File: config.mk
export PLATFORM = sky130hd
export DESIGN_NAME = div16_ctl
export DESIGN_NICKNAME = d
export VERILOG_FILES = /design/src/rtl/div16_ctl.sv
export SDC_FILE = /design/constraint.sdc
export NUM_CORES = 1
export LEC_CHECK = 0
export CAP_MARGIN = 20
export CORE_UTILIZATION = 50
export CTS_CLUSTER_SIZE = 40
export DETAILED_ROUTE_END_ITERATION = 6
export DONT_BUFFER_PORTS = 1
export HOLD_SLACK_MARGIN = 0.02
export PLACE_DENSITY = 0.76
export SYNTH_ARGS = -nofsm -noshare
export SYNTH_HDL_FRONTEND = slang
export SYNTH_SLANG_ARGS = --single-unit
File: constraint.sdc
create_clock -name clk -period 6.35 [get_ports clk]
set_clock_uncertainty 0.2 [all_clocks]
set_input_delay 0.9525 -clock clk [delete_from_list [all_inputs] [get_ports clk]]
set_output_delay 0.9525 -clock clk [all_outputs]
set_load 0.005 [all_outputs]
File: src/rtl/div16_ctl.sv
// -----------------------------------------------------------------------------
// div16_ctl
//
// Request/response front end for a 16-bit serial unsigned divider that has a
// fixed latency of LAT clocks from its load strobe to its valid output. One
// operation is in flight at a time.
//
// A request (dividend, divisor, tag) is accepted over a valid/ready handshake.
// A non-zero divisor is forwarded to the divider with a one-cycle load strobe,
// and the divider's valid pulse must arrive exactly LAT cycles later. If it
// does not, the result is flagged as an error. A zero divisor is answered
// directly, without starting the divider. The result is held in an output
// register until the consumer takes it.
//
// After reset the block waits LAT+1 cycles before it accepts work. This lets
// any valid pulse from a job that was abandoned by the reset leave the
// divider before a new job can start.
//
// Parameters
//   LAT     divider latency, load-strobe cycle to valid-output cycle
//   TW      width of the user tag carried with each request
//
// Ports
//   clk     master clock, rising edge
//   rst     synchronous active-high reset
//   i_a     dividend                      i_b     divisor
//   i_tag   request tag                   i_vld   request valid
//   i_rdy   request ready (transfer on i_vld & i_rdy)
//   div_a   dividend to divider           div_b   divisor to divider
//   div_iv  divider load strobe (one-cycle pulse)
//   div_q   divider quotient              div_ov  divider output valid
//   o_q     quotient result               o_tag   tag of the result
//   o_dz    result was a divide by zero   o_err   divider valid missing
//   o_vld   result valid                  o_rdy   consumer ready
// -----------------------------------------------------------------------------
module div16_ctl #(
    parameter int unsigned LAT = 17,
    parameter int unsigned TW  = 4
) (
    input  logic          clk,
    input  logic          rst,

    input  logic [15:0]   i_a,
    input  logic [15:0]   i_b,
    input  logic [TW-1:0] i_tag,
    input  logic          i_vld,
    output logic          i_rdy,

    output logic [15:0]   div_a,
    output logic [15:0]   div_b,
    output logic          div_iv,
    input  logic [15:0]   div_q,
    input  logic          div_ov,

    output logic [15:0]   o_q,
    output logic [TW-1:0] o_tag,
    output logic          o_dz,
    output logic          o_err,
    output logic          o_vld,
    input  logic          o_rdy
);

    // The counter must reach LAT+1 during the post-reset flush.
    localparam int unsigned CW = $clog2(LAT + 2);

    localparam logic [CW-1:0] LAT_C = CW'(LAT);
    localparam logic [CW-1:0] ONE_C = CW'(1);

    // Result value reported for divide-by-zero and for a missing valid.
    localparam logic [15:0] Q_BAD = 16'hFFFF;

    typedef enum logic [2:0] {
        FLUSH = 3'd0,
        IDLE  = 3'd1,
        LOAD  = 3'd2,
        BUSY  = 3'd3,
        HOLD  = 3'd4
    } state_t;

    state_t          state;
    logic [CW-1:0]   cnt;
    logic [TW-1:0]   tag_r;

    // Transfer qualifiers, kept as named signals for readability.
    logic            req_xfer;
    logic            rsp_xfer;
    logic            div_zero;

    assign req_xfer = i_vld & i_rdy;
    assign rsp_xfer = o_vld & o_rdy;
    assign div_zero = (i_b == 16'd0);

    // Single control process. Every output is a flop that is set on the
    // transition into the state that owns it, so the handshake and strobe
    // outputs never glitch.
    // NOTE: all state here is assigned with <= so that every flop samples
    // the values from before this edge, whatever the statement order.
    always_ff @(posedge clk) begin
        if (rst) begin
            state  <= FLUSH;
            cnt    <= '0;
            i_rdy  <= 1'b0;
            div_iv <= 1'b0;
            o_vld  <= 1'b0;
            o_q    <= '0;
            o_tag  <= '0;
            o_dz   <= 1'b0;
            o_err  <= 1'b0;
            div_a  <= '0;
            div_b  <= '0;
            tag_r  <= '0;
        end else begin
            // The load strobe is high for one cycle only. It is raised
            // again below only on the accept that enters LOAD.
            div_iv <= 1'b0;

            unique case (state)
                // Wait out any valid pulse of a job abandoned by reset.
                // div_ov is ignored here. The counter goes from LAT to
                // LAT+1 on the same edge that moves the FSM to IDLE, so
                // i_rdy stays low for exactly LAT+1 cycles.
                FLUSH: begin
                    cnt <= cnt + ONE_C;
                    if (cnt == LAT_C) begin
                        state <= IDLE;
                        i_rdy <= 1'b1;
                    end
                end

                IDLE: begin
                    if (req_xfer) begin
                        div_a <= i_a;
                        div_b <= i_b;
                        tag_r <= i_tag;
                        i_rdy <= 1'b0;
                        cnt   <= '0;
                        if (div_zero) begin
                            // Answer at once; the divider is never started.
                            o_q   <= Q_BAD;
                            o_dz  <= 1'b1;
                            o_err <= 1'b0;
                            o_tag <= i_tag;
                            o_vld <= 1'b1;
                            state <= HOLD;
                        end else begin
                            div_iv <= 1'b1;
                            state  <= LOAD;
                        end
                    end
                end

                // div_iv is high during this cycle, and div_a/div_b are
                // stable from the registers. The counter was cleared on
                // accept and counts this cycle, so it reads 1 in the first
                // BUSY cycle and LAT in the cycle the divider's valid is due.
                LOAD: begin
                    cnt   <= cnt + ONE_C;
                    state <= BUSY;
                end

                // Only a valid pulse at exactly the expected cycle is taken.
                // A pulse on any other cycle is a stray and is dropped.
                BUSY: begin
                    cnt <= cnt + ONE_C;
                    if (cnt == LAT_C) begin
                        o_tag <= tag_r;
                        o_dz  <= 1'b0;
                        o_vld <= 1'b1;
                        state <= HOLD;
                        if (div_ov) begin
                            o_q   <= div_q;
                            o_err <= 1'b0;
                        end else begin
                            o_q   <= Q_BAD;
                            o_err <= 1'b1;
                        end
                    end
                end

                // The result is frozen until it is taken. i_rdy stays low,
                // so a new request is never accepted in the drain cycle.
                HOLD: begin
                    if (rsp_xfer) begin
                        o_vld <= 1'b0;
                        i_rdy <= 1'b1;
                        state <= IDLE;
                    end
                end

                // Illegal encoding: restart through a full flush, because a
                // divider job may still be in flight.
                default: begin
                    state <= FLUSH;
                    cnt   <= '0;
                    i_rdy <= 1'b0;
                    o_vld <= 1'b0;
                end
            endcase
        end
    end

endmodule

== Yosys cells after proc, flatten, opt, wreduce, memory -nomap -nowiden ==
Cells that the tools add are included.

* Multiply operators: 0
* $add $sub $neg: 1
* Shift operators: 0
* Reduce and logical (&&, ||, !) cells: 13
* Divide/modulo/power cells: 0
* Multiplexer cells: 33
* Equality and inequality tests: 10
* Bitwise gates (word level): 7
* $lt $le $gt $ge: 0

{| class="wikitable"
|+ Operator list
! operator !! number
|-
| $mux W16 || 4
|-
| $pmux W16 S2 || 1
|-
| $logic_not A16 Y1 || 1
|-
| $mux W3 || 5
|-
| $pmux W3 S5 || 1
|-
| $pmux W5 S3 || 1
|-
| $mux W1 || 12
|-
| $mux W4 || 3
|-
| $reduce_and A4 Y1 || 3
|-
| $ne A2 B2 Y1 const B || 5
|-
| $pmux W1 S4 || 2
|-
| $pmux W4 S2 || 1
|-
| $eq A3 B2 Y1 const B || 2
|-
| $reduce_or A3 Y1 || 2
|-
| $add A5 B1 Y5 const B || 1
|-
| $eq A5 B5 Y1 const B || 1
|-
| $mux W5 || 1
|-
| $not A1 Y1 || 5
|-
| $reduce_and A5 Y1 || 1
|-
| $pmux W1 S2 || 2
|-
| $reduce_and A2 Y1 || 2
|-
| $reduce_or A2 Y1 || 2
|-
| $eq A3 B1 Y1 const B || 1
|-
| $eq A3 B3 Y1 const B || 1
|-
| 3 further kinds || 4
|}

* Latch bits: 0
* ROM bits: 0
* Flip-flop bits (word level): 69
* Memories kept: 0
* Input bits: 57
* RAM bits: 0

== Logic depth before layout (Yosys ltp) ==
Gate-level depths: netlist of the first run.

* Depth in word-level cells: 4
* Mapped depth: 8
* Mapped depth without buffers: 7

== Worst setup path after synthesis of the first run ==
No wires, ideal clock.

* Kind: input to register
* From: in i_b[10]
* To: reg o_q[15]
* Setup time: 74 ps
* Cell stages on the path: 6
* Required time: 6076 ps
* Slack: 3691 ps
* Path buffers: 1
* Arrival: 2385 ps
* Cell sequence: nor4_2 -> nand4_2 -> a2111oi_4 -> buf_6 -> nor2_2 -> nor3_2

* Word-level cells in the longest chain between the ends: 3

{| class="wikitable"
|+ RTL lines
! item !! line !! text
|-
| start, declared || 44 || <nowiki>input logic [15:0] i_b,</nowiki>
|-
| $logic_not A16 Y1 || 91 || <nowiki>assign div_zero = (i_b == 16'd0);</nowiki>
|-
| $ne A2 B2 Y1 (no source line) || - ||
|-
| $reduce_and A4 Y1 (no source line) || - ||
|-
| end signal, assigned || 171 || <nowiki>o_q <= div_q;</nowiki>
|-
| end, declared || 55 || <nowiki>output logic [15:0] o_q,</nowiki>
|}

Every way passes these cells.
A chain may end at the register's enable or synchronous reset.

== Worst setup path after layout of the first run ==
* From: in i_b[2]
* To: reg o_tag[1]

* Word-level cells in the longest chain between the ends: 3

{| class="wikitable"
|+ RTL lines
! item !! line !! text
|-
| $logic_not A16 Y1 || 91 ||
|-
| $ne A2 B2 Y1 (no source line) || - ||
|-
| $reduce_and A4 Y1 (no source line) || - ||
|-
| end signal, assigned || 142 || <nowiki>o_tag <= i_tag;</nowiki>
|-
| end signal, assigned || 166 || <nowiki>o_tag <= tag_r;</nowiki>
|-
| end, declared || 56 || <nowiki>output logic [TW-1:0] o_tag,</nowiki>
|}

Every way passes these cells.

==> metrics.md, run 1 <==
| Metric | Value |
|---|---|
| CP Class | `in2reg` |
| Nets | `390` |
| Die W | `77.4 µm` |
| Leakage power | `0.994 nW` |
| Number of remaining DRC errors | `0` |
| Synth Cell Area | `2840 µm²` |
| Number of global-route vias before repair | `2159` |
| Reg2Reg Setup Slack | `3.98 ns` |
| YS warnings | `0` |
| Setup bufs post-CTS | `0` |
| GR Overflow Total | `0` |
| Tot GR Track Use | `0.213` |
| Fin Hold WS | `0.253 ns` |
| Diodes inserted | `0` |
| CP required | `6.40 ns` |
| Multi-input combinational cell area | `1350 µm²` |
| Pre-Repair DR Iteration Count | `4` |
| CTS root buf | `clkbuf_8` |
| Worst Tran Pin Value | `0.652 ns` |
| Max Cap Violations | `0` |
| Fmax | `401 MHz` |
| Die outline height | `77.4 µm` |
| Fin crit share | `0.393` |
| Post-synthesis sequential area ratio | `0.486` |
| RSZ-0062 raised after global routing | `false` |
| CTS tree | `done` |
| H-tree Lvls | `3` |
| TritonCTS Buffers | `9` |
| Hold buffers post-CTS | `0` |
| Syn_nets | `398` |
| Fill cells | `506` |
| Pwr dens | `261 nW/µm²` |
| DIE AREA | `5990 µm²` |
| Initial antenna violation count | `0` |
| First-pass GRT wire length | `9.88 mm` |
| Setup WS pre-CTS | `3.51 ns` |
| Setup_tns | `0 ns` |
| Row cnt | `27` |
| CP Data Arrival Time | `2.54 ns` |
| Largest net degree at the start of global routing | `67` |
| Final Hold Fails | `0` |
| DRT antenna net count | `0` |
| Port Buffers | `0` |
| Core ar. | `5510 µm²` |
| Worst setup EP type | `register` |
| Max IR drop VDD | `0.143 mV` |
| Netlist cell types | `36` |
| Final worst path period need | `2.49 ns` |
| Post-CTS sizing | `0` |
| Hpwl dp | `4.03 mm` |
| Min-delay worst type | `reg2reg` |
| Synth Register Bits | `69` |
| Status | `finished clean` |
| Gate count of the mapped netlist | `339` |
| Final Max Slew Viols | `0` |
| Reg clk slew, reported paths | `0.07 ns` |
| Startpoint types | `primary input` |
| Average wire per standard cell | `15.0 µm` |
| DR iter-0 viols | `153` |
| Worst-Skew Late Latency | `0.33 ns` |
| Layout cells sized above 1 | `0.140` |
| I/O pin cnt | `114` |
| Initial cell density of the core | `0.516` |
| Post-DR vias/cell | `5.50` |
| Via count | `2245` |
| CTS max path bufs | `2` |
| Synth-to-layout area growth | `7.14%` |
| Final setup fails | `0` |
| Syn Area/Cell | `8.38 µm²` |
| Final WL | `6.11 mm` |
| Crit path max fanout | `26` |
| Worst Setup Slack, final | `3.86 ns` |
| Slew headroom | `0.564` |
| Clock sinks | `69` |
| Reg area | `1380 µm²` |
| Overall Power | `795 µW` |
| Gpl congestion | `0.771` |
-- state kept, by name, summed over array words and instances, names as in the netlist --
name	cells
div_iv	1
o_err	1
o_tag	4
o_vld	1
cnt	5
state	3
div_b	16
tag_r	4
div_a	16
i_rdy	1
o_dz	1
o_q	16
-- power by group --
| group | switching (mW) | leakage [nW] | total, mW | internal (mW) |
|---|---|---|---|---|
| Clock | 0.157 | 0.0964 | 0.348 | 0.191 |
| Sequential | 0.00244 | 0.556 | 0.437 | 0.434 |
| Combinational | 0.00418 | 0.341 | 0.0101 | 0.00587 |
-- synthesized netlist by cell type --
| master | number | area (µm²) |
|---|---|---|
| a2111oi_4 | 1 | 27.5 |
| a211oi_1 | 1 | 7.51 |
| a21o_1 | 1 | 7.51 |
| a21oi_1 | 47 | 235 |
| a311oi_1 | 4 | 35.0 |
| a31oi_1 | 1 | 6.26 |
| and3_1 | 1 | 6.26 |
| and3b_1 | 1 | 8.76 |
| and4bb_1 | 1 | 12.5 |
| buf_2 | 4 | 20.0 |
| buf_6 | 2 | 22.5 |
| clkbuf_1 | 16 | 60.1 |
| dfxtp_1 | 69 | 1380 |
| ha_1 | 2 | 25.0 |
| inv_1 | 3 | 11.3 |
| mux2i_1 | 3 | 30.0 |
| nand2_1 | 82 | 308 |
| nand2b_1 | 1 | 6.26 |
| nand3_1 | 6 | 30.0 |
| nand4_1 | 1 | 6.26 |
| nand4_2 | 1 | 12.5 |
| nand4bb_1 | 1 | 11.3 |
| nor2_1 | 41 | 154 |
| nor2_2 | 10 | 62.6 |
| nor2b_1 | 4 | 25.0 |
| nor3_1 | 2 | 10.0 |
| nor3_2 | 14 | 140 |
| nor4_2 | 2 | 25.0 |
| nor4_4 | 2 | 42.5 |
| nor4b_1 | 1 | 8.76 |
| o2111ai_1 | 2 | 17.5 |
| o211ai_1 | 1 | 7.51 |
| o21ai_0 | 5 | 25.0 |
| o21bai_1 | 1 | 7.51 |
| o22a_1 | 2 | 17.5 |
| xor2_1 | 3 | 26.3 |
-- cell usage in the layout (no fill, tap or decap), types with 3 or more instances in the layout --
cell and instances:
a21oi_1 47, a311oi_1 4, buf_4 3, clkbuf_8 10
dfxtp_1 69, inv_1 3, mux2i_1 3, nand2_1 82
nand3_1 6, nor2_1 41, nor2_2 10, nor2b_1 4
nor3_2 14, o21ai_0 5, xor2_1 3
-- worst max-delay path: stages --
cell	delay, ns
nor4_2	0.29
nand4_2	0.23
a2111oi_4	0.39
buf_4	0.37
nor2_1	0.08
a311oi_1	0.23
-- cell type report --
type	instances	share of cell area
Sequential cell	69	0.454
Multi-Input combinational cell	245	0.442
Clock buffer	12	0.0477
Tap cell	72	0.0296
Clock inverter	4	0.0156
Timing Repair Buffer	3	0.00740
Inverter	3	0.00370
-- worst paths after layout --
check	startpoint	to	cells after the start
worst min-delay path	tag_r[3]$_SDFFE_PP0N_	tag_r[3]$_SDFFE_PP0N_	2
worst max-delay path	i_b[2]	o_tag[1]$_SDFFE_PP0P_	6
worst max register to register	cnt[0]$_SDFFE_PP0P_	o_tag[1]$_SDFFE_PP0P_	7
worst min register to register	tag_r[3]$_SDFFE_PP0N_	tag_r[3]$_SDFFE_PP0N_	2
-- metal layers --
| layer | vias up | track usage | part of all wire |
|---|---|---|---|
| met2 | 98 | 0.333 | 0.45 |
| met4 | 0 | 0.128 | 0.017 |
| met3 | 10 | 0.0835 | 0.11 |
| met5 | - | 0 | 0 |
| li1 | 1116 | - | - |
| met1 | 1021 | 0.245 | 0.42 |
-- kinds of logic after synthesis --
kind of cell    synth area share
compound gates             0.139
simple gates               0.306
mux                       0.0106
xor+xnor                 0.00925
fa+ha+maj                0.00881
flops                      0.486
buf+inv                   0.0401
-- per-stage QoR --
stage	cells	utilization	cell area, µm²
final	408	0.553	3040
after global routing	408	0.553	3040
after global placement	392	0.518	2850
after floorplan	339	-	2840
after detailed placement	392	0.518	2850
after CTS	408	0.553	3040
Note: power is estimated with default switching activity, not from simulation.
==> run 2: changes to the inputs <==
--- a/config.mk
+++ b/config.mk
@@ -11,7 +11,7 @@
 export DETAILED_ROUTE_END_ITERATION = 6
 export DONT_BUFFER_PORTS = 1
 export HOLD_SLACK_MARGIN = 0.02
-export PLACE_DENSITY = 0.76
+export PLACE_DENSITY = 0.79
 export SYNTH_ARGS = -nofsm -noshare
 export SYNTH_HDL_FRONTEND = slang
 export SYNTH_SLANG_ARGS = --single-unit
==> constraint.sdc (replaced) <==
create_clock -name clk -period 2.2 [get_ports clk]
set_clock_uncertainty 0.2 [all_clocks]
set_input_delay 0.33 -clock clk [delete_from_list [all_inputs] [get_ports clk]]
set_output_delay 0.33 -clock clk [all_outputs]
set_load 0.005 [all_outputs]
==> run 2 against run 1 <==
Count of clock-buffer cells in the layout is 1 lower. Non-clock buffer count is 64 higher. Sequential share of layout area is 8.8 points lower. First-iteration DRC count is 12% lower. Critical path depth is 3 higher.
==> metrics.md, run 2 (synthesized netlist as in run 1, its figures left out) <==
| Metric | Value |
|---|---|
| Status | `finished clean` |
| Final Hold Fails | `0 (unchanged)` |
| CP required | `2.27 ns (-4.13 ns)` |
| Sw Pwr | `532 µW (+230%)` |
| Max IR drop VDD | `0.367 mV (+160%)` |
| Setup_tns | `0 ns (unchanged)` |
| CP Data Arrival Time | `2.07 ns (-0.47 ns)` |
| Die outline height | `77.4 µm (unchanged)` |
| Commonest non-fill, non-tap cell in the layout | `nand2_1` |
| Max Cap Violations | `0 (unchanged)` |
| Hpwl dp | `4.29 mm (+6.6%)` |
| RSZ-0062 raised after global routing | `false` |
| Port Buffers | `0 (unchanged)` |
| Gpl congestion | `0.934 (+21%)` |
| Sw frac | `0.200 (-0.00585)` |
| Crit path max fanout | `13 (-50%)` |
| Number of remaining DRC errors | `0 (unchanged)` |
| Leakage power | `1.32 nW (+33%)` |
| Final Max Slew Viols | `0 (unchanged)` |
| Sequential share of power | `0.472 (-0.077)` |
| Clock sinks | `69 (unchanged)` |
| Fmax | `500 MHz` |
| Diodes inserted | `0 (unchanged)` |
| Die W | `77.4 µm (unchanged)` |
| CTS max path bufs | `2 (unchanged)` |
| H-tree Lvls | `3 (unchanged)` |
| Pre-Repair DR Iteration Count | `4 (unchanged)` |
| Worst Tran Pin Value | `0.369 ns (-0.283 ns)` |
| Synth-to-layout area growth | `33.0%` |
| Number of global-route vias before repair | `2594 (+20%)` |
| Largest regs | `div_a: 16 flops, div_b: 16 flops, o_q: 16 flops` |
| Fill cells | `401 (-21%)` |
| Pwr dens | `705 nW/µm² (+170%)` |
| Clock power share | `0.474 (+0.036)` |
| GR Overflow Total | `0 (unchanged)` |
| Startpoint types | `register` |
| Nets | `454 (+16%)` |
| Min-delay worst type | `in2reg` |
| Setup WS pre-CTS | `-0.0405 ns (-3.55 ns)` |
| Final Core Density | `0.686 (+0.133)` |
| Row cnt | `27 (unchanged)` |
| Worst-Skew Late Latency | `0.33 ns (about the same)` |
| Worst Setup Slack, final | `0.201 ns (-3.65 ns)` |
| Via count | `2584 (+15%)` |
| Average wire per standard cell | `15.8 µm (+5.6%)` |
| CP Class | `reg2reg` |
| Post-DR vias/cell | `5.47 (-0.51%)` |
| Worst setup EP type | `register` |
| Final setup fails | `0 (unchanged)` |
| Initial antenna violation count | `0 (unchanged)` |
| DRT antenna net count | `0 (unchanged)` |
| Largest net degree at the start of global routing | `66 (-1.5%)` |
| Area after DPL | `2940 µm² (+3.2%)` |
| Initial cell density of the core | `0.516 (unchanged)` |
| Post-Layout Cell Count | `472 (+16%)` |
| Final WL | `7.46 mm (+22%)` |
| Overall Power | `2.66 mW (+230%)` |
| Tot GR Track Use | `0.255 (+0.0418)` |
| CTS tree | `done` |
| Logic pwr share | `0.053 (+0.040)` |
| I/O pin cnt | `114 (unchanged)` |
| Core ar. | `5510 µm² (unchanged)` |
| P_int | `2.13 mW (+240%)` |
| Fin crit share | `0.908` |
| DIE AREA | `5990 µm² (unchanged)` |
| Reg clk slew, reported paths | `0.07 ns (about the same)` |
| First-pass GRT wire length | `11.8 mm (+20%)` |
| Final worst path period need | `2.00 ns` |
| DP Cell Count | `401 (+2.3%)` |
| Fin Hold WS | `0.0261 ns (-0.226 ns)` |
| CTS root buf | `clkbuf_8` |
| Fin area | `3780 µm² (+24%)` |
| Layout cells sized above 1 | `0.153 (+0.0126)` |
| Slew headroom | `0.754 (+0.190)` |
| DR iter-0 viols | `134 (-12%)` |
| TritonCTS Buffers | `9 (unchanged)` |
| Most frequent cells in the layout | `nand2_1 (82), dfxtp_1 (69), dlygate4sd3_1 (52)` |
[run 2: cell count changes in the layout (fill, tap and decap cells not counted), sizes merged]
cell / previous run / this run
buf: 3 / 14
bufinv: 1 / 3
clkinvlp: 1 / 0
dlygate4sd3: 0 / 52
[run 2: path summary, 6_finish.rpt]
path | to | startpoint | slack, ns | cells after the start
worst min register to register | tag_r[2]$_SDFFE_PP0N_ | tag_r[2]$_SDFFE_PP0N_ | 0.26 | 2
worst max register to register | o_q[14]$_SDFFE_PP0P_ | cnt[1]$_SDFFE_PP0P_ | 0.20 | 9
worst max-delay path | o_q[14]$_SDFFE_PP0P_ | cnt[1]$_SDFFE_PP0P_ | 0.20 | 9
worst min-delay path | o_q[9]$_SDFFE_PP0P_ | div_q[9] | 0.03 | 2
[run 2: area by class of cell]
cell class	instances	area, µm²	share of cell area
tap	72	90.1	0.0239
timing repair buffer	67	696	0.184
clock inverter	5	108	0.0285
clock buffer	11	141	0.0374
multi-input combinational	245	1350	0.357
sequential	69	1380	0.366
inverter	3	11.3	0.00298
[run 2: power groups by stage]
stage	logic, mW	registers [mW]	clock network [mW]
2_1_floorplan	0.0426	1.29	0
3_3_place_gp	0.0360	1.29	0
3_5_place_dp	0.0376	1.29	0
4_1_cts	0.138	1.26	1.29
5_1_grt	0.151	1.26	1.34
6_report	0.142	1.26	1.26
[run 2: repair_timing]
item,CTS,global route
endpoints found under the setup margin,0,5
hold buffers,53,0
buffers inserted,0,1
resized for setup,0,1
hold endpoints to repair,65,0
[run 2: worst max-delay path: stages (launching register included)]
cell and delay [ns]:
dfxtp_1 0.32, inv_1 0.06, ha_1 0.15, and4bb_1 0.25
a21oi_2 0.10, a2111oi_4 0.30, buf_4 0.20, clkbuf_16 0.17
nor2_1 0.05, nor3_2 0.13
[run 2: layer usage]
| layer | wire [µm] | share of wire | track usage | vias up |
|---|---|---|---|---|
| met4 | 150 | 0.020 | 0.132 | 0 |
| met2 | 3710 | 0.50 | 0.442 | 128 |
| li1 | - | - | - | 1246 |
| met1 | 2950 | 0.40 | 0.269 | 1195 |
| met3 | 651 | 0.087 | 0.0918 | 15 |
| met5 | 0 | 0 | 0 | - |
==> run 3: changes to the inputs <==
--- a/config.mk
+++ b/config.mk
@@ -11,7 +11,7 @@
 export DETAILED_ROUTE_END_ITERATION = 6
 export DONT_BUFFER_PORTS = 1
 export HOLD_SLACK_MARGIN = 0.02
-export PLACE_DENSITY = 0.79
+export PLACE_DENSITY = 0.76
 export SYNTH_ARGS = -nofsm -noshare
 export SYNTH_HDL_FRONTEND = slang
 export SYNTH_SLANG_ARGS = --single-unit
==> constraint.sdc (replaced) <==
create_clock -name clk -period 2.05 [get_ports clk]
set_clock_uncertainty 0.2 [all_clocks]
set_input_delay 0.3075 -clock clk [delete_from_list [all_inputs] [get_ports clk]]
set_output_delay 0.3075 -clock clk [all_outputs]
set_load 0.005 [all_outputs]
==> run 3 against run 2 <==
The run now ends with hold timing, setup timing left. Wire length is 14% lower. Count of clock-buffer cells in the layout stayed put. Hold slack lost 0.20 ns. Total power fell by 1.1%. Clock power about the same. Sequential cell count did not move. Sequential power increased by 7%. Die area stayed put. Combinational power fell by 67%. Sequential share of layout area up 5.4 points. Design area fell by 13%.
==> metrics.md, run 3 (synthesized netlist as in run 1, its figures left out) <==
| Metric | Value |
|---|---|
| Max IR drop VDD | `0.456 mV (+24%)` |
| I/O pin cnt | `114 (unchanged)` |
| Number of global-route vias before repair | `2207 (-15%)` |
| Hpwl dp | `4.30 mm (+0.13%)` |
| Reg2Reg Setup Slack | `-0.04 ns (-0.24 ns)` |
| Min-delay worst type | `in2reg` |
| Tot GR Track Use | `0.210 (-0.0444)` |
| Worst Tran Pin Value | `0.370 ns (+0.000863 ns)` |
| Clock sinks | `69 (unchanged)` |
| Via count | `2352 (-9.0%)` |
| Critical R2R Launch | `cnt[1]$_SDFFE_PP0P_` |
| Commonest non-fill, non-tap cell in the layout | `nand2_1` |
| FF-to-FF End | `o_q[8]$_SDFFE_PP0P_` |
| Pwr dens | `798 nW/µm² (+13%)` |
| H-tree Lvls | `3 (unchanged)` |
| RSZ-0062 raised after global routing | `true` |
| Setup_tns | `-0.197 ns (-0.197 ns)` |
| Overall Power | `2.63 mW (-1.1%)` |
| DIE AREA | `5990 µm² (unchanged)` |
| Final setup fails | `9 (+9)` |
| Fill cells | `507 (+26%)` |
| CTS root buf | `clkbuf_8` |
| Diodes inserted | `0 (unchanged)` |
| Crit path max fanout | `8 (-5)` |
| Final Core Density | `0.599 (-0.0868)` |
| Final Max Slew Viols | `0 (unchanged)` |
| Initial cell density of the core | `0.516 (unchanged)` |
| Slew headroom | `0.750 (-0.00405)` |
| Synth-to-layout area growth | `16.1%` |
| Largest regs | `div_a: 16 flops, div_b: 16 flops, o_q: 16 flops` |
| Post-DR vias/cell | `5.52 (+0.85%)` |
| DR WL met2 | `2.99 mm (-19%)` |
| Max layer used | `met4` |
| Met1 wire length | `2.65 mm (-10%)` |
| Reg area | `1380 µm² (+0.18%)` |
| Failing checks | `hold timing, setup timing` |
| Leakage power | `1.12 nW (-15%)` |
| Worst-Skew Late Latency | `0.34 ns (about the same)` |
| Fin crit share | `1.02 (+0.110)` |
| Final WL | `6.38 mm (-14%)` |
| Final worst path period need | `2.09 ns (+0.0884 ns)` |
| CTS max path bufs | `2 (unchanged)` |
| Setup WS pre-CTS | `-0.0715 ns (-0.0311 ns)` |
| Core ar. | `5510 µm² (unchanged)` |
| Worst setup EP type | `register` |
| R2R cell count | `9 (unchanged)` |
| Die W | `77.4 µm (unchanged)` |
| Initial antenna violation count | `0 (unchanged)` |
| Fin Hold WS | `-0.169 ns (-0.195 ns)` |
| Reg clk slew, reported paths | `0.07 ns (about the same)` |
| CP Class | `reg2reg` |
| Fmax | `479 MHz (-4.2%)` |
| GR Overflow Total | `0 (unchanged)` |
| Startpoint types | `register` |
| Metal3 WL | `670 µm (+2.9%)` |
| First-pass GRT wire length | `9.90 mm (-16%)` |
| Row cnt | `27 (unchanged)` |
| Number of remaining DRC errors | `0 (unchanged)` |
| CP endpoint | `o_q[8]$_SDFFE_PP0P_` |
| Most frequent cells in the layout | `nand2_1 (82), dfxtp_1 (67), a21oi_1 (46)` |
| Die outline height | `77.4 µm (unchanged)` |
| DRT antenna net count | `0 (unchanged)` |
| Largest net degree at the start of global routing | `67 (+1.5%)` |
| CP required | `2.12 ns (-0.15 ns)` |
| Nets | `408 (-10%)` |
| Status | `finished, violations left` |
| CP Data Arrival Time | `2.16 ns (+0.09 ns)` |
| Final Hold Fails | `65 (+65)` |
| CTS tree | `done` |
| Gpl congestion | `0.775 (-17%)` |
| Multi-input combinational cell area | `1380 µm² (+2.2%)` |
| TritonCTS Buffers | `9 (unchanged)` |
| Max Cap Violations | `0 (unchanged)` |
| Average wire per standard cell | `15.0 µm (-5.2%)` |
| Layout cells sized above 1 | `0.212 (+0.0594)` |
| Setup crit start | `cnt[1]$_SDFFE_PP0P_` |
| Worst Setup Slack, final | `-0.0369 ns (-0.238 ns)` |
| Port Buffers | `0 (unchanged)` |
| DR iter-0 viols | `88 (-34%)` |
| Pre-Repair DR Iteration Count | `4 (unchanged)` |
## run 3: layer usage
metal	global-route usage	vias to the layer above
met5	0	-
met4	0.108	0
met3	0.0882	8
met2	0.334	97
met1	0.241	1091
li1	-	1156
## run 3: area by class of cell
class,count,share of cell area
flip-flops and latches,69,0.420
multi-input cells,245,0.418
repair buffers,21,0.0641
clock buffers,11,0.0429
well taps,72,0.0273
clock inverters,5,0.0247
inverters,3,0.00341
## run 3: worst min path at each step
stage	slack, ns	to	startpoint	depth (start not counted)
detailed placement	0.18	div_a[2]$_SDFFE_PP0N_	rst	1
global placement	0.18	div_a[2]$_SDFFE_PP0N_	rst	1
global route	-0.19	div_a[2]$_SDFFE_PP0N_	rst	1
CTS	-0.19	div_a[2]$_SDFFE_PP0N_	rst	1
floorplan	0.24	tag_r[0]$_SDFFE_PP0N_	tag_r[0]$_SDFFE_PP0N_	2
finish	-0.17	o_q[12]$_SDFFE_PP0P_	rst	1
## run 3: metrics by stage
step                      std cells  instance area (µm²)
after floorplan                 339                 2840
after global placement          406                 2980
after detailed placement        406                 2980
after CTS                       422                 3200
after global routing            426                 3300
final                           426                 3300
## run 3: timing repair
action                                  4_1_cts  5_1_grt
setup buffers                                 0        4
endpoints found under the hold margin        65       65
gates resized for setup                       0       14
endpoints found under the setup margin        0       20
## run 3: power breakdown
part / internal (mW) / switching [mW] / leakage (nW)
sequential: 1.35 / 0.00495 / 0.557
clock: 0.721 / 0.514 / 0.110
combinational: 0.0255 / 0.0215 / 0.454
total: 2.09 / 0.540 / 1.12
## run 3: critical path, stage by stage, from the launching register on
cell,delay [ns]
dfxtp_2,0.33
inv_2,0.06
ha_4,0.12
and4bb_2,0.28
a21oi_4,0.09
a2111oi_4,0.38
buf_6,0.22
clkbuf_16,0.17
nor2_2,0.04
nor3_2,0.15
